$ cat src/rtl/reg_file16.sv
// 16-entry x 16-bit register file: two combinational read ports with same-cycle
// write bypass, a primary write port and a dedicated R0 write port.
`timescale 1ns/1ps

module reg_file16 #(
    parameter int unsigned DATA_W = 16,
    parameter int unsigned NREGS  = 16,
    parameter int unsigned ADDR_W = 4
) (
    input  logic              clk,
    input  logic              rst_n,
    input  logic [ADDR_W-1:0] rd_addr1,
    input  logic [ADDR_W-1:0] rd_addr2,
    output logic [DATA_W-1:0] rd_data1,
    output logic [DATA_W-1:0] rd_data2,
    input  logic              wr_en,
    input  logic [ADDR_W-1:0] wr_addr,
    input  logic [DATA_W-1:0] wr_data,
    input  logic              wr_en_r0,
    input  logic [DATA_W-1:0] wr_data_r0
);

    logic [DATA_W-1:0] regs_q [NREGS];
    logic [DATA_W-1:0] regs_d [NREGS];

    // R0 port is applied last so it wins a same-address collision.
    always_comb begin
        regs_d = regs_q;
        if (wr_en) begin
            regs_d[wr_addr] = wr_data;
        end
        if (wr_en_r0) begin
            regs_d[0] = wr_data_r0;
        end
    end

    always_ff @(posedge clk or negedge rst_n) begin
        if (!rst_n) begin
            for (int i = 0; i < int'(NREGS); i++) begin
                regs_q[i] <= '0;
            end
        end else begin
            regs_q <= regs_d;
        end
    end

    // Reading the next-state array gives the bypass with the required priority.
    always_comb begin
        rd_data1 = '0;
        rd_data2 = '0;
        if (rst_n) begin
            rd_data1 = regs_d[rd_addr1];
            rd_data2 = regs_d[rd_addr2];
        end
    end

endmodule
$ cat config.mk
export PLATFORM = sky130hd
export DESIGN_NAME = reg_file16
export DESIGN_NICKNAME = d
export VERILOG_FILES = /design/src/rtl/reg_file16.sv
export SDC_FILE = /design/constraint.sdc
export NUM_CORES = 1
export LEC_CHECK = 0
export CAP_MARGIN = 20
export CORE_MARGIN = 4
export CORE_UTILIZATION = 60
export CTS_BUF_LIST = sky130_fd_sc_hd__clkbuf_16
export DETAILED_ROUTE_END_ITERATION = 16
export PLACE_DENSITY = 0.8
export SYNTH_ARGS = -nofsm -noshare
export SYNTH_HDL_FRONTEND = slang
export SYNTH_SLANG_ARGS = --single-unit
$ cat constraint.sdc
create_clock -name clk -period 3.9 [get_ports clk]
set_input_delay 0.78 -clock clk [delete_from_list [all_inputs] [get_ports clk]]
set_output_delay 0.78 -clock clk [all_outputs]
set_load 0.005 [all_outputs]
==> impl_metrics.sql <==
INSERT INTO impl_metrics (metric_group, metric, value, unit) VALUES
('route', 'detail-route-antenna-nets', '0', ''),
('global_routing', 'global_route_wire_length_before_repair', '106', 'mm'),
('floorplan', 'die_height', '171', 'um'),
('run_status', 'status', 'finished with violations', ''),
('timing', 'finalSetupTns', '-0.337', 'ns'),
('setup_path', 'rr_worst_depth', '4', ''),
('setup_path', 'worstSetupPathType', 'in -> out', ''),
('timing', 'setup_viol', '4', ''),
('final_layout', 'final_nets', '2202', ''),
('setup_path', 'setup.worst_path.end', 'rd_data1[5]', ''),
('power_and_ir_drop', 'p_clk_frac', '0.296', ''),
('floorplan', 'pin_count', '80', ''),
('global_routing', 'grt_util_met2', '0.671', ''),
('final_layout', 'regMostFlops', 'regs_q', ''),
('clocking', 'clock_path_buffers', '3', ''),
('yosys', 'synth.cell_area', '0.0159', 'mm^2'),
('final_layout', 'layout.filler_cells', '1578', ''),
('global_routing', 'grt.total_usage', '0.478', ''),
('setup_path', 'r2r_end', 'regs_q[248]$_DFF_PN0_', ''),
('power_and_ir_drop', 'comb_power_share', '0.299', ''),
('setup_path', 'cp.required', '3.12', 'ns'),
('setup_path', 'kind_of_start_point_of_the_critical_path', 'primary input', ''),
('run_status', 'violated_checks', 'negative setup slack', ''),
('yosys', 'syn_inst', '1803', ''),
('power_and_ir_drop', 'power.density_cell_area', '423', 'mW/mm^2'),
('route', 'vias', '19000', ''),
('yosys', 'yosys-top-cells-count', '256 x sky130_fd_sc_hd__dfrtp_1, 192 x sky130_fd_sc_hd__o21ai_0, 190 x sky130_fd_sc_hd__nand2_1', ''),
('clocking', 'hold_buffers', '0', ''),
('setup_path', 'critPathBufInv', '7', ''),
('setup_path', 'startpoint_of_the_worst_slack_reg_to_reg_timing_path', 'regs_q[248]$_DFF_PN0_', ''),
('timing', 'fin_skew', '0', 'ns'),
('yosys', 'synthTopCellsByArea', 'sky130_fd_sc_hd__dfrtp_1 40%, sky130_fd_sc_hd__mux2_2 11%, sky130_fd_sc_hd__o21ai_0 6.0%', ''),
('final_layout', 'layout-area-overhead-vs-synth', '36.3', '%'),
('power_and_ir_drop', 'cellLeakagePower', '9.38', 'nW'),
('power_and_ir_drop', 'worst_ir_drop_vdd', '0.000497', 'V'),
('placed_design', 'io_buffers', '79', ''),
('setup_path', 'timing.critical_path.max_delay_family', 'buffers and inverters', ''),
('global_routing', 'gr-total-overflow', '0', ''),
('yosys', 'synthFlopType', 'sky130_fd_sc_hd__dfrtp_1', ''),
('route', 'detail_route.iter0.violations', '3777', ''),
('route', 'routedWlPerCell', '29.5', 'um'),
('setup_path', 'cp_cell_sequence', 'dlygate4sd2_1 > buf_6 > nand3_2 > buf_12 > o21ai_1 > buf_4 > buf_12 > o22ai_1 > o21ai_1 > a311oi_1 > buf_4 > o221ai_1 > clkdlybuf4s15_1', ''),
('placed_design', 'dp_hpwl', '49.2', 'mm'),
('placed_design', 'pre_cts_slack', '-0.624', 'ns'),
('global_routing', 'grt_start_max_net_pins', '53', ''),
('setup_path', 'wp_data_arrival', '3.26', 'ns'),
('yosys', 'postSynthNetCount', '1851', ''),
('clocking', 'clock_sinks', '256', ''),
('clocking', 'insertion_delay', '0.57', 'ns'),
('final_layout', 'final_cell_area_excluding_filler_cells', '0.0217', 'mm^2'),
('timing', 'rsz_0062_raised_after_global_routing', 'yes', ''),
('final_layout', 'largest_register_ff_count', '256', ''),
('setup_path', 'critPathMaxFanout', '10', ''),
('hold_path', 'worstHoldPathType', 'in -> async', ''),
('flow_run', 'max_cap_viol_count', '0', ''),
('clocking', 'clk_pin_slew', '0.06', 'ns'),
('timing', 'fin_ws', '-0.142', 'ns'),
('power_and_ir_drop', 'power.share.sequential', '0.406', ''),
('route', 'drt_pre_antenna_iters', '7', ''),
('route', 'wirelength', '74.1', 'mm'),
('setup_path', 'slowest_library_cell_on_the_worst_path', 'sky130_fd_sc_hd__a311oi_1', ''),
('power_and_ir_drop', 'intPower', '0.00606', 'W'),
('timing', 'drv_slew', '0', ''),
('clocking', 'numCtsBuffers', '29', ''),
('global_routing', 'vias_in_the_first_global_route', '17900', ''),
('yosys', 'synthMostInstantiatedCell', 'sky130_fd_sc_hd__dfrtp_1', ''),
('clocking', 'ctsRootBufferMaster', 'sky130_fd_sc_hd__clkbuf_16', ''),
('final_layout', 'final_layout_size_suffix_gt1_frac', '0.358', ''),
('global_routing', 'globalRouteMet1Util', '0.641', ''),
('global_routing', 'met3_usage', '0.177', ''),
('floorplan', 'fp.dieW', '171', 'um');
==> worst min path at each step <==
stage | start | endpoint | slack [ns] | cells after the start
after floorplan | regs_q[136]$_DFF_PN0_ | regs_q[136]$_DFF_PN0_ | 0.44 | 2
after global placement | regs_q[168]$_DFF_PN0_ | regs_q[168]$_DFF_PN0_ | 0.46 | 2
after detailed placement | regs_q[136]$_DFF_PN0_ | regs_q[136]$_DFF_PN0_ | 0.48 | 2
after CTS | rst_n | regs_q[168]$_DFF_PN0_ | 0.11 | 1
after global routing | rst_n | regs_q[168]$_DFF_PN0_ | 0.12 | 1
final | rst_n | regs_q[200]$_DFF_PN0_ | 0.12 | 1
==> power by group through the flow <==
stage / clock network [W] / registers (W) / logic [W]
floorplan: 0 / 0.00356 / 0.00139
global placement: 0 / 0.00367 / 0.00235
detailed placement: 0 / 0.00370 / 0.00243
CTS: 0.00270 / 0.00367 / 0.00253
global route: 0.00281 / 0.00376 / 0.00286
finish: 0.00272 / 0.00373 / 0.00275
==> layer usage <==
| metal | share of wire | up-vias | routed length (um) |
|---|---|---|---|
| li1 | - | 7526 | - |
| met1 | 0.35 | 8848 | 25600 |
| met2 | 0.40 | 2059 | 29600 |
| met3 | 0.17 | 541 | 12800 |
| met4 | 0.081 | 0 | 5990 |
| met5 | 0 | - | 0 |
==> metrics by stage <==
step / std cells / hold WS (ns) / power (W) / utilization
2_1_floorplan: 1803 / 0.441 / 0.00495 / -
3_3_place_gp: 2429 / 0.456 / 0.00602 / 0.757
3_5_place_dp: 2429 / 0.476 / 0.00613 / 0.757
4_1_cts: 2502 / 0.110 / 0.00890 / 0.819
5_1_grt: 2511 / 0.121 / 0.00943 / 0.833
6_report: 2511 / 0.118 / 0.00919 / 0.833
==> kinds of logic (layout without fill, tap and decap cells) <==
family	after synthesis	after routing	synth area share
compound gates	658	658	0.269
xor+xnor	6	6	0.00424
buf+inv	200	572	0.0525
flops	256	256	0.402
mux	174	174	0.126
simple gates	509	510	0.146
==> area by class of cell <==
type                       instances  area, um^2  share of cell area
clock inverter                    24         200             0.00922
clock buffer                      29         726              0.0334
inverter                          28         105             0.00484
timing repair buffer             491        4400               0.203
multi-input combinational       1348        9460               0.436
sequential                       256        6410               0.295
tap                              335         419              0.0193
==> cell usage in the layout, fill, tap and decap left out, types with 16 or more instances in the layout <==
cell,instances
sky130_fd_sc_hd__nor2_1,129
sky130_fd_sc_hd__clkbuf_16,31
sky130_fd_sc_hd__nor3_1,68
sky130_fd_sc_hd__buf_6,26
sky130_fd_sc_hd__o21ai_1,43
sky130_fd_sc_hd__inv_1,33
sky130_fd_sc_hd__clkdlybuf4s50_1,37
sky130_fd_sc_hd__dlygate4sd2_1,16
sky130_fd_sc_hd__dfrtp_1,256
sky130_fd_sc_hd__o221ai_1,50
sky130_fd_sc_hd__a21oi_1,55
sky130_fd_sc_hd__o21ai_0,165
sky130_fd_sc_hd__o31ai_1,19
sky130_fd_sc_hd__buf_4,345
sky130_fd_sc_hd__mux2_2,153
sky130_fd_sc_hd__buf_12,37
sky130_fd_sc_hd__nand2_1,184
sky130_fd_sc_hd__nor2b_1,16
sky130_fd_sc_hd__o22ai_1,136
==> what timing repair did <==
action / CTS / global route
endpoints found under the hold margin: 0 / 0
pin swaps: 42 / 31
setup endpoints to repair: 32 / 32
gates resized for setup: 186 / 93
gates cloned: 6 / 4
buffers inserted: 14 / 5
Note: power is estimated with default switching activity, not from simulation.
